--- src/rtl/regfile_2r1w.sv ---
`default_nettype none
// ============================================================================
// Module   : regfile_2r1w
// Brief    : Parametrised 2-read/1-write register file with registered read
//            ports, byte-strobed writes and a hardware clear sequencer that
//            zeroes the array one entry per cycle without a reset.
//            Optional build macro REGFILE_2R1W_BYPASS_EN turns same-cycle
//            read-during-write from read-first into write-first.
// Revision : 1.0 - initial release
// ============================================================================
module regfile_2r1w #(
  parameter int WIDTH  = 16,
  parameter int DEPTH  = 8,
  parameter int ADDR_W = 3,
  localparam int STRB_W = WIDTH / 8
) (
  input  logic              CLK,
  input  logic              RST,
  input  logic              WrEn,
  input  logic [ADDR_W-1:0] WrAddr,
  input  logic [WIDTH-1:0]  WrData,
  input  logic [STRB_W-1:0] WrStrb,
  input  logic              RdEnA,
  input  logic [ADDR_W-1:0] RdAddrA,
  output logic [WIDTH-1:0]  RdDataA,
  output logic              RdValidA,
  input  logic              RdEnB,
  input  logic [ADDR_W-1:0] RdAddrB,
  output logic [WIDTH-1:0]  RdDataB,
  output logic              RdValidB,
  input  logic              ClrReq,
  output logic              Busy,
  output logic              WrDrop
);

  // One extra bit so the range check also works when DEPTH == 2**ADDR_W.
  localparam logic [ADDR_W:0]   c_depth = (ADDR_W+1)'(DEPTH);
  localparam logic [ADDR_W-1:0] c_last  = ADDR_W'(DEPTH - 1);

  typedef enum logic [0:0] {
    ST_IDLE  = 1'b0,
    ST_SWEEP = 1'b1
  } state_t;

  logic [WIDTH-1:0]  r_mem [DEPTH];
  state_t            r_state;
  logic [ADDR_W-1:0] r_ptr;
  logic              r_busy;
  logic [WIDTH-1:0]  r_rd_data_a;
  logic              r_rd_valid_a;
  logic [WIDTH-1:0]  r_rd_data_b;
  logic              r_rd_valid_b;
  logic              r_wr_drop;

  logic              w_wr_in_range;
  logic              w_wr_accept;
  logic              w_wr_drop;
  logic [WIDTH-1:0]  w_wr_old;
  logic [WIDTH-1:0]  w_wr_merged;
  logic [WIDTH-1:0]  w_rd_a_raw;
  logic [WIDTH-1:0]  w_rd_b_raw;
  logic              w_byp_a;
  logic              w_byp_b;
  logic [WIDTH-1:0]  w_rd_a;
  logic [WIDTH-1:0]  w_rd_b;

  // Writes are only accepted in range and while no clear sweep owns the array.
  assign w_wr_in_range = ({1'b0, WrAddr} < c_depth);
  assign w_wr_accept   = WrEn & w_wr_in_range & ~r_busy;
  assign w_wr_drop     = WrEn & ~w_wr_accept;

  // Address decode for the write target and both read ports; addresses with
  // no matching entry fall through to zero.
  always_comb begin
    w_wr_old   = '0;
    w_rd_a_raw = '0;
    w_rd_b_raw = '0;
    for (int i = 0; i < DEPTH; i++) begin
      if (WrAddr == ADDR_W'(i)) begin
        w_wr_old = r_mem[i];
      end
      if (RdAddrA == ADDR_W'(i)) begin
        w_rd_a_raw = r_mem[i];
      end
      if (RdAddrB == ADDR_W'(i)) begin
        w_rd_b_raw = r_mem[i];
      end
    end
  end

  // Byte-lane merge: strobed lanes take new data, the rest keep old contents.
  for (genvar k = 0; k < STRB_W; k++) begin : g_byte
    assign w_wr_merged[8*k +: 8] = WrStrb[k] ? WrData[8*k +: 8] : w_wr_old[8*k +: 8];
  end

`ifdef REGFILE_2R1W_BYPASS_EN
  // Write-first: a read hitting the accepted write sees the merged word.
  assign w_byp_a = w_wr_accept & (RdAddrA == WrAddr);
  assign w_byp_b = w_wr_accept & (RdAddrB == WrAddr);
`else
  // Read-first: reads always see the array contents before this edge.
  assign w_byp_a = 1'b0;
  assign w_byp_b = 1'b0;
`endif

  assign w_rd_a = w_byp_a ? w_wr_merged : w_rd_a_raw;
  assign w_rd_b = w_byp_b ? w_wr_merged : w_rd_b_raw;

  // Storage array: sweep clears one entry per cycle, otherwise accepted writes.
  always_ff @(posedge CLK or negedge RST) begin
    if (!RST) begin
      for (int i = 0; i < DEPTH; i++) begin
        r_mem[i] <= '0;
      end
    end else begin
      for (int i = 0; i < DEPTH; i++) begin
        if ((r_state == ST_SWEEP) && (r_ptr == ADDR_W'(i))) begin
          r_mem[i] <= '0;
        end else if (w_wr_accept && (WrAddr == ADDR_W'(i))) begin
          r_mem[i] <= w_wr_merged;
        end
      end
    end
  end

  // Clear sequencer: IDLE -> SWEEP for exactly DEPTH cycles -> IDLE.
  always_ff @(posedge CLK or negedge RST) begin
    if (!RST) begin
      r_state <= ST_IDLE;
      r_ptr   <= '0;
      r_busy  <= 1'b0;
    end else begin
      case (r_state)
        ST_IDLE: begin
          if (ClrReq) begin
            r_state <= ST_SWEEP;
            r_ptr   <= '0;
            r_busy  <= 1'b1;
          end
        end
        ST_SWEEP: begin
          if (r_ptr == c_last) begin
            r_state <= ST_IDLE;
            r_ptr   <= '0;
            r_busy  <= 1'b0;
          end else begin
            r_ptr <= r_ptr + ADDR_W'(1);
          end
        end
        default: begin
          r_state <= ST_IDLE;
          r_ptr   <= '0;
          r_busy  <= 1'b0;
        end
      endcase
    end
  end

  // Port A read register: data holds when idle, valid is a one-cycle pulse.
  always_ff @(posedge CLK or negedge RST) begin
    if (!RST) begin
      r_rd_data_a  <= '0;
      r_rd_valid_a <= 1'b0;
    end else begin
      r_rd_valid_a <= RdEnA;
      if (RdEnA) begin
        r_rd_data_a <= w_rd_a;
      end
    end
  end

  // Port B read register, independent of port A.
  always_ff @(posedge CLK or negedge RST) begin
    if (!RST) begin
      r_rd_data_b  <= '0;
      r_rd_valid_b <= 1'b0;
    end else begin
      r_rd_valid_b <= RdEnB;
      if (RdEnB) begin
        r_rd_data_b <= w_rd_b;
      end
    end
  end

  // Dropped-write flag, one cycle after the discarded request.
  always_ff @(posedge CLK or negedge RST) begin
    if (!RST) begin
      r_wr_drop <= 1'b0;
    end else begin
      r_wr_drop <= w_wr_drop;
    end
  end

  assign RdDataA  = r_rd_data_a;
  assign RdValidA = r_rd_valid_a;
  assign RdDataB  = r_rd_data_b;
  assign RdValidB = r_rd_valid_b;
  assign Busy     = r_busy;
  assign WrDrop   = r_wr_drop;

endmodule
`default_nettype wire

--- config.mk ---
export PLATFORM = sky130hd
export DESIGN_NAME = regfile_2r1w
export DESIGN_NICKNAME = d
export VERILOG_FILES = /design/src/rtl/regfile_2r1w.sv
export SDC_FILE = /design/constraint.sdc
export NUM_CORES = 1
export LEC_CHECK = 0
export CORE_UTILIZATION = 55
export DETAILED_ROUTE_END_ITERATION = 6
export PLACE_DENSITY = 0.81
export SLEW_MARGIN = 20
export SYNTH_ARGS = -nofsm -noshare
export SYNTH_HDL_FRONTEND = slang
export SYNTH_SLANG_ARGS = --single-unit
--- constraint.sdc ---
create_clock -name CLK -period 2.9 [get_ports CLK]
set_input_delay 0.58 -clock CLK [delete_from_list [all_inputs] [get_ports CLK]]
set_output_delay 0.58 -clock CLK [all_outputs]
set_load 0.02 [all_outputs]
After elaboration in Yosys (flattened, before gate mapping)
Index checks and enable logic that the tools add are counted.
Widths: inputs -> output; s select.
{"block": "totals", "ramBits": 0, "reg_bits": 168, "latchBits": 0, "memories": 0, "output_inout_bits": 36, "elab_cells": 132, "mem_bits_ro": 0, "input_bits": 33}
{"block": "classes", "mul": 0, "add_sub_neg": 1, "reduce_logical": 29, "n_mux": 51, "order_cmp": 0, "bitwise": 5, "n_shift": 0, "eq_ne": 30, "div": 0}
{"cell": "$mux 16", "n": 40}
{"cell": "$eq 3x3->1 const B", "n": 16}
{"cell": "$eq 3x2->1 const B", "n": 8}
{"cell": "$logic_and 1x1->1", "n": 16}
{"cell": "$mux 8", "n": 2}
{"cell": "$reduce_bool 2->1", "n": 8}
{"cell": "$eq 3x1->1 const B", "n": 4}
{"cell": "$logic_not 3->1", "n": 4}
{"cell": "$mux 3", "n": 2}
{"cell": "$pmux 3 s2", "n": 1}
{"cell": "$mux 1", "n": 4}
{"cell": "$pmux 1 s2", "n": 2}
{"cell": "$add 3x1->3 const B", "n": 1}
{"cell": "$not 1->1", "n": 3}
{"cell": "$and 1x1->1", "n": 2}
{"cell": "$ne 2x1->1 const B", "n": 1}
{"cell": "$ne 2x2->1 const B", "n": 1}
{"cell": "$reduce_and 2->1", "n": 1}

Longest topological paths before layout
Gate-level depths: netlist of the first run.
{"block": "depth", "depth_word": 12, "depth_mapped": 8, "mapped_depth_nobuf": 5}

Least setup slack after synthesis of the first run
No wires, ideal clock.
{"block": "synth_timing", "path_type": "input port to flip-flop", "from": "in WrAddr[2]", "to": "reg r_mem[95] (netlist bit)", "n_path_buf": 2, "arrival_time_ps": 1727, "stages": 6, "setup_slack_ps": 1077, "t_required_ps": 2804, "cell_sequence": "buf_6 -> or3b_4 -> nor2_2 -> buf_4 -> nand2_2 -> o32ai_2"}
{"block": "synth_via", "elab_chain_len": 12}
{"element": "start, declared", "line": "20", "source": "input logic [ADDR_W-1:0] WrAddr,"}
{"element": "$logic_not 3->1", "line": "79", "source": "if (WrAddr == ADDR_W'(i)) begin"}
{"element": "$mux 16 (8 in a row)", "line": "79"}
{"element": "$mux 8", "line": "93", "source": "assign w_wr_merged[8*k +: 8] = WrStrb[k] ? WrData[8*k +: 8] : w_wr_old[8*k +: 8];"}
{"element": "$mux 16", "line": "119", "source": "end else if (w_wr_accept && (WrAddr == ADDR_W'(i))) begin"}
{"element": "$mux 16", "line": "117", "source": "if ((r_state == ST_SWEEP) && (r_ptr == ADDR_W'(i))) begin"}
{"element": "end signal, assigned by index", "line": "120", "source": "r_mem[i] <= w_wr_merged;"}
{"element": "end, declared", "line": "45", "source": "logic [WIDTH-1:0] r_mem [DEPTH];"}
Several ways; a longest one is shown, not always the timed one. The select of a mux whose other input is x is not followed.
A chain may end at the register's enable or synchronous reset.

Worst setup path in the final report of the first run
{"block": "layout_timing", "from": "in WrAddr[2]", "to": "reg r_mem[105] (netlist bit)"}
Same word-level chain as after synthesis.

==> impl_metrics.yaml, run 1 <==
power_and_ir_drop:
  leakage_nw: 5.07
  peakVddDrop_mv: 0.539
  p_per_area_nw_per_um2: 890
clock_tree:
  cts_tree: "done"
  cts_sinks: 168
  clockBufferDepth: 2
  cts_made_buffers: 17
  cts_hold_buf: 0
  htreeDepth: 4
  cts-resized-gates: 0
  root_buffer: "clkbuf_16"
  cts_setup_buffers: 0
  path_clk_slew_ps: 70
  clk-insertion-delay-late_ps: 440
finish:
  drive_gt1_frac: 0.154
  multi_input_area_um2: 5530
  n_fill_cell: 1445
  nets: 1166
  final_design_area_no_fill_um2: 11900
  area_delta_synth_final_pct: 15.3
  layout.area.seq_um2: 4200
  num_antenna_cells: 0
  final_util: 0.654
floorplan:
  die_height_um: 139
  ios: 69
  dieArea_um2: 19300
  rows: 49
  fp.dieW_um: 139
  start_util: 0.567
  coreArea_um2: 18200
setup_path:
  path_cells: "clkdlybuf4s50_1, buf_12, or3b_4, nor2_2, buf_4, o21ai_0, a31oi_1"
  reg2reg_depth: 4
  cpPeakStageDelay_ps: 450
  crit_arrival_ps: 2650
  critical_path_peak_fanout: 23
  start_kind: "primary input"
  required_ps: 3260
  reg2reg_to: "r_mem[111]"
  cp_num_buf_inv: 3
  cp-end-kind: "flip-flop"
  cp_slowest_cell: "clkdlybuf4s50_1"
  crit_type: "in -> reg"
  r2r_start: "r_state"
  r2r_setup_slack_ps: 840
  cp_top_family: "buffers and inverters"
yosys:
  synthArstFlopShare: 1.00
  yosys_most_used_dff: "dfrtp_1"
  avgSynthCellArea_um2: 9.58
  synth-edff-count: 0
  synth_top_cell_by_area: "dfrtp_1"
  synth_area_um2: 10300
  synth-seq-cells: 168
  yosysTopAreaCellShare: 0.407
  synthCells: 1078
  syn_nets: 1117
  synthTopCellsByArea: "dfrtp_1, mux2i_1, o21ai_0"
  synth_seq_area_share: 0.407
  ys_warn_count: 0
  synth_cell_types: 66
global_routing:
  grt_pass1_wl_um: 53700
  grt_overflow_total: 0
  grt_use_total: 0.361
  grt_max_degree: 76
  grt_pass1_vias: 9552
  antenna_found_initial: 0
run_status:
  status: "finished, violations left"
  violations: "design-rule violations"
route:
  post-route-drc-count: 11
  vias_per_cell: 7.23
  num_vias: 9895
  first_pass_iters: 7
  postRouteAntennaNets: 0
  drt-total-wl_um: 34000
  wl_per_cell_um: 24.8
  drtIter0Drc: 1809
sta:
  finalCritPeriodShare: 0.790
  post-route-min-period_ps: 2290
  worst_slew_pin_slew_ps: 906
  setup_viol: 0
  setup_ws_ps: 608
  finalHoldViolations: 0
  rsz0062_at_grt: "false"
  fin_setup_tns_ps: 0
  slew_headroom: 0.394
  fmaxAchievable_mhz: 436
  drv_slew: 0
  clock_skew_ps: 10.3
  holdWs_ps: 169
placement:
  pre_cts_slack_ps: 235
  dpl_cell_area_um2: 11300
  io_buffer_count: 68
  dp_hpwl_um: 22500
  finalWeightedCongestion: 0.923
flow_run:
  drv_cap: 0
worst_hold_path:
  hold_path_class: "in -> async"
[routing by layer]
layer | track usage | share of wire | vias up
li1 | - | - | 4229
met3 | 0.140 | 0.15 | 131
met2 | 0.520 | 0.43 | 785
met5 | 0 | 0 | -
met4 | 0.173 | 0.042 | 0
met1 | 0.477 | 0.38 | 4750
[registers in the layout, summed over array words and instances (netlist names)]
register / flops
Busy: 1
RdDataA: 16
RdDataB: 16
RdValidA: 1
RdValidB: 1
WrDrop: 1
r_mem: 128
r_ptr: 3
r_state: 1
[stage by stage]
step | instances | total power, mW
2_1_floorplan | 1078 | 6.52
3_3_place_gp | 1337 | 7.80
3_5_place_dp | 1337 | 7.96
4_1_cts | 1369 | 10.4
5_1_grt | 1369 | 11.1
6_report | 1369 | 10.6
[cells in the mapped netlist, types with 2 or more instances]
master / number
nor2_1: 15
o31ai_1: 5
mux4_2: 14
a22oi_1: 5
buf_4: 7
a211oi_1: 9
buf_8: 2
o21ai_0: 139
and2_1: 4
a31o_2: 5
clkbuf_1: 44
a31oi_1: 111
o211ai_1: 22
buf_2: 38
o22ai_1: 47
a211oi_2: 2
nor3_1: 18
inv_1: 20
dfrtp_1: 168
o32ai_2: 6
a21oi_1: 35
mux2_2: 7
nor2_2: 3
mux2i_1: 100
o21ai_1: 27
o32ai_1: 4
a22oi_2: 7
buf_6: 5
a211o_1: 2
nand3_1: 24
nand2_1: 65
nand2b_1: 18
o211ai_2: 12
nand2_2: 2
nor2b_1: 30
buf_1: 4
ha_1: 6
a2bb2oi_1: 18
[worst max-delay path by stage]
stage,start,to,slack [ps],cells after the start
global route,WrAddr[2],r_mem[98],560,7
finish,WrAddr[2],r_mem[105],610,7
CTS,WrAddr[2],r_mem[105],690,7
global placement,WrAddr[2],r_mem[100],300,7
detailed placement,WrAddr[2],r_mem[97],230,7
floorplan,WrAddr[2],r_mem[95],1080,6
[where the power goes]
part	leakage [nW]	switching (mW)	internal, mW
clock network	0.297	1.06	1.38
registers	2.20	1.17	3.23
logic	2.57	2.06	1.70
total	5.07	4.29	6.31
[cells by family after synthesis]
| logic type | after synthesis | synth area share |
|---|---|---|
| muxes | 121 | 0.135 |
| AOI/OAI and AO/OA | 468 | 0.295 |
| adders and majority gates | 6 | 0.00727 |
| and+or+nand+nor | 193 | 0.0972 |
| DFF | 168 | 0.407 |
| buffers and inverters | 122 | 0.0578 |
[placed cells by master, fill, tap and decap left out, types with 6 or more instances in the layout]
cell	count
o32ai_2	6
nand2_1	65
a22oi_2	7
nor2_1	14
a21oi_1	35
ha_1	6
o21ai_0	139
clkdlybuf4s50_1	60
nor3_1	18
a211oi_1	9
inv_1	20
o21ai_1	27
buf_4	60
o211ai_2	12
a2bb2oi_1	18
mux4_2	14
a31oi_1	111
o22ai_1	47
nand2b_1	18
o211ai_1	22
nand3_1	24
nor2b_1	30
mux2_2	7
clkbuf_16	17
dfrtp_1	168
mux2i_1	100
buf_2	6
[cell type report]
class / instances / area share
Clock buffer: 17 / 0.0357
Clock inverter: 15 / 0.0161
Inverter: 20 / 0.00630
Multi-Input combinational cell: 788 / 0.465
Sequential cell: 168 / 0.353
Tap cell: 229 / 0.0241
Timing Repair Buffer: 132 / 0.100
Power figures use the tool's default switching activity.
==> run 2: changes to the inputs <==
- CORE_UTILIZATION: 55 -> 54
- PLACE_DENSITY: 0.81 -> 0.83
- clock period: 2.9 -> 1.91 ns (I/O delays scaled with it)
==> run 2 against run 1 <==
Against the previous run: the run now ends clean; combinational power is 64% higher; final cell count up 5.0%; worst setup slack got worse by 570 ps; hold slack gained 150 ps; sequential power is 52% higher; clock skew increased by 1.6 ps; critical path depth fell by 6; routed wire length is 6.5% higher; clock power increased by 44%; non-clock buffer count grew 62; first-iteration DRC count fell by 18%; critical path type is now reg -> out; critical endpoint is now RdDataA[5].
==> impl_metrics.yaml, run 2 (synthesis gave the netlist of run 1 again) <==
route:
  drt-total-wl_um: 36200
  wl_per_cell_um: 25.2
  vias_per_cell: 7.28
  drtIter0Drc: 1478
  num_vias: 10500
  first_pass_iters: 6
  post-route-drc-count: 0
  postRouteAntennaNets: 0
finish:
  final_util: 0.673
  final_design_area_no_fill_um2: 12600
  final_cells: 1437
  layout_common_cells: "dfrtp_1, o21ai_0, a31oi_1, buf_4, mux2i_1"
  largest_reg_flops: 128
  regMostFlops: "r_mem"
  area_delta_synth_final_pct: 22.0
  drive_gt1_frac: 0.196
  layout_commonest_cell: "dfrtp_1"
  nets: 1228
worst_hold_path:
  min_to: "WrDrop"
  timing.hold.worst_path_depth: 2
  hp-start: "WrEn"
  hold_path_class: "in -> reg"
flow_run:
  drv_cap: 0
sta:
  post-route-min-period_ps: 1870
  rsz0062_at_grt: "true"
  setup_ws_ps: 39.8
  worst_slew_pin_slew_ps: 518
  drv_slew: 0
  fmaxAchievable_mhz: 535
  holdWs_ps: 319
  finalCritPeriodShare: 0.979
  finalHoldViolations: 0
  clock_skew_ps: 11.9
  setup_viol: 0
  slew_headroom: 0.654
  fin_setup_tns_ps: 0
setup_path:
  crit_type: "reg -> out"
  crit_arrival_ps: 1490
  path_cells: "clkdlybuf4s50_1"
  required_ps: 1530
  cp_top_family: "buffers and inverters"
  critical_path_peak_fanout: 2
  cpPeakStageDelay_ps: 630
  cp_num_buf_inv: 1
  cp_slowest_cell: "clkdlybuf4s50_1"
  r2r_start: "Busy"
  reg2reg_to: "r_mem[85]"
  cp-end-kind: "output port"
  start_kind: "flip-flop"
  r2r_setup_slack_ps: 110
  reg2reg_depth: 5
floorplan:
  dieArea_um2: 19700
  coreArea_um2: 18700
  start_util: 0.552
  die_height_um: 140
  fp.dieW_um: 140
  rows: 50
  ios: 69
power_and_ir_drop:
  power_frac_seq: 0.409
  switching_share: 0.403
  p_per_area_nw_per_um2: 1300
  power_mw: 16.4
  power.share.clock: 0.214
  peakVddDrop_mv: 0.804
  leakage_nw: 5.44
  p_switching_mw: 6.60
  p_comb_frac: 0.377
  internal_power_mw: 9.77
clock_tree:
  htreeDepth: 4
  path_clk_slew_ps: 70
  clockBufferDepth: 2
  cts_tree: "done"
  root_buffer: "clkbuf_16"
  cts_sinks: 168
  cts_setup_buffers: 0
  clk-insertion-delay-late_ps: 450
  cts_made_buffers: 17
global_routing:
  grt_use_total: 0.377
  grt_pass1_vias: 9990
  grt_overflow_total: 0
  grt_pass1_wl_um: 56100
  antenna_found_initial: 0
  grt_max_degree: 48
placement:
  finalWeightedCongestion: 0.944
  dp_hpwl_um: 24000
  pre_cts_slack_ps: -347
  io_buffer_count: 68
  dpl_cell_area_um2: 12000
  dp_cells: 1403
run_status:
  status: "complete, no violations"
run 2: power groups by stage:
stage | clock network (mW) | registers (mW) | logic, mW
6_report | 3.51 | 6.69 | 6.17
5_1_grt | 3.63 | 6.74 | 6.64
4_1_cts | 3.49 | 6.51 | 6.04
3_5_place_dp | 0 | 6.54 | 5.93
3_3_place_gp | 0 | 6.46 | 5.68
2_1_floorplan | 0 | 6.14 | 3.76
run 2: how the worst max path moves through the flow:
stage / start / endpoint / slack [ps] / depth (start not counted)
detailed placement: WrEn / r_mem[106] / -350 / 6
global route: WrAddr[2] / r_mem[109] / -30 / 7
floorplan: WrAddr[2] / r_mem[95] / 290 / 6
global placement: WrEn / r_mem[83] / -250 / 6
CTS: Busy / Busy / 7 / 1
finish: RdDataA[5] / RdDataA[5] / 40 / 1
run 2: per-layer routing:
metal | up-vias | GRT usage | part of all wire
li1 | 4354 | - | -
met1 | 4929 | 0.484 | 0.36
met2 | 952 | 0.556 | 0.43
met3 | 233 | 0.126 | 0.15
met4 | 0 | 0.223 | 0.061
met5 | - | 0 | 0
run 2: layout make-up:
type / instances / area, um2
flip-flops and latches: 168 / 4200
clock buffers: 18 / 439
inverters: 20 / 75.1
well taps: 234 / 293
repair buffers: 194 / 1900
clock inverters: 14 / 149
diodes: 1 / 2.50
fillers: 1382 / 6110
multi-input cells: 788 / 5530
run 2: timing repair:
item / 4_1_cts / 5_1_grt
hold buffers: 1 / 0
endpoints found under the hold margin: 31 / 0
endpoints found under the setup margin: 0 / 4
resized for setup: 0 / 4
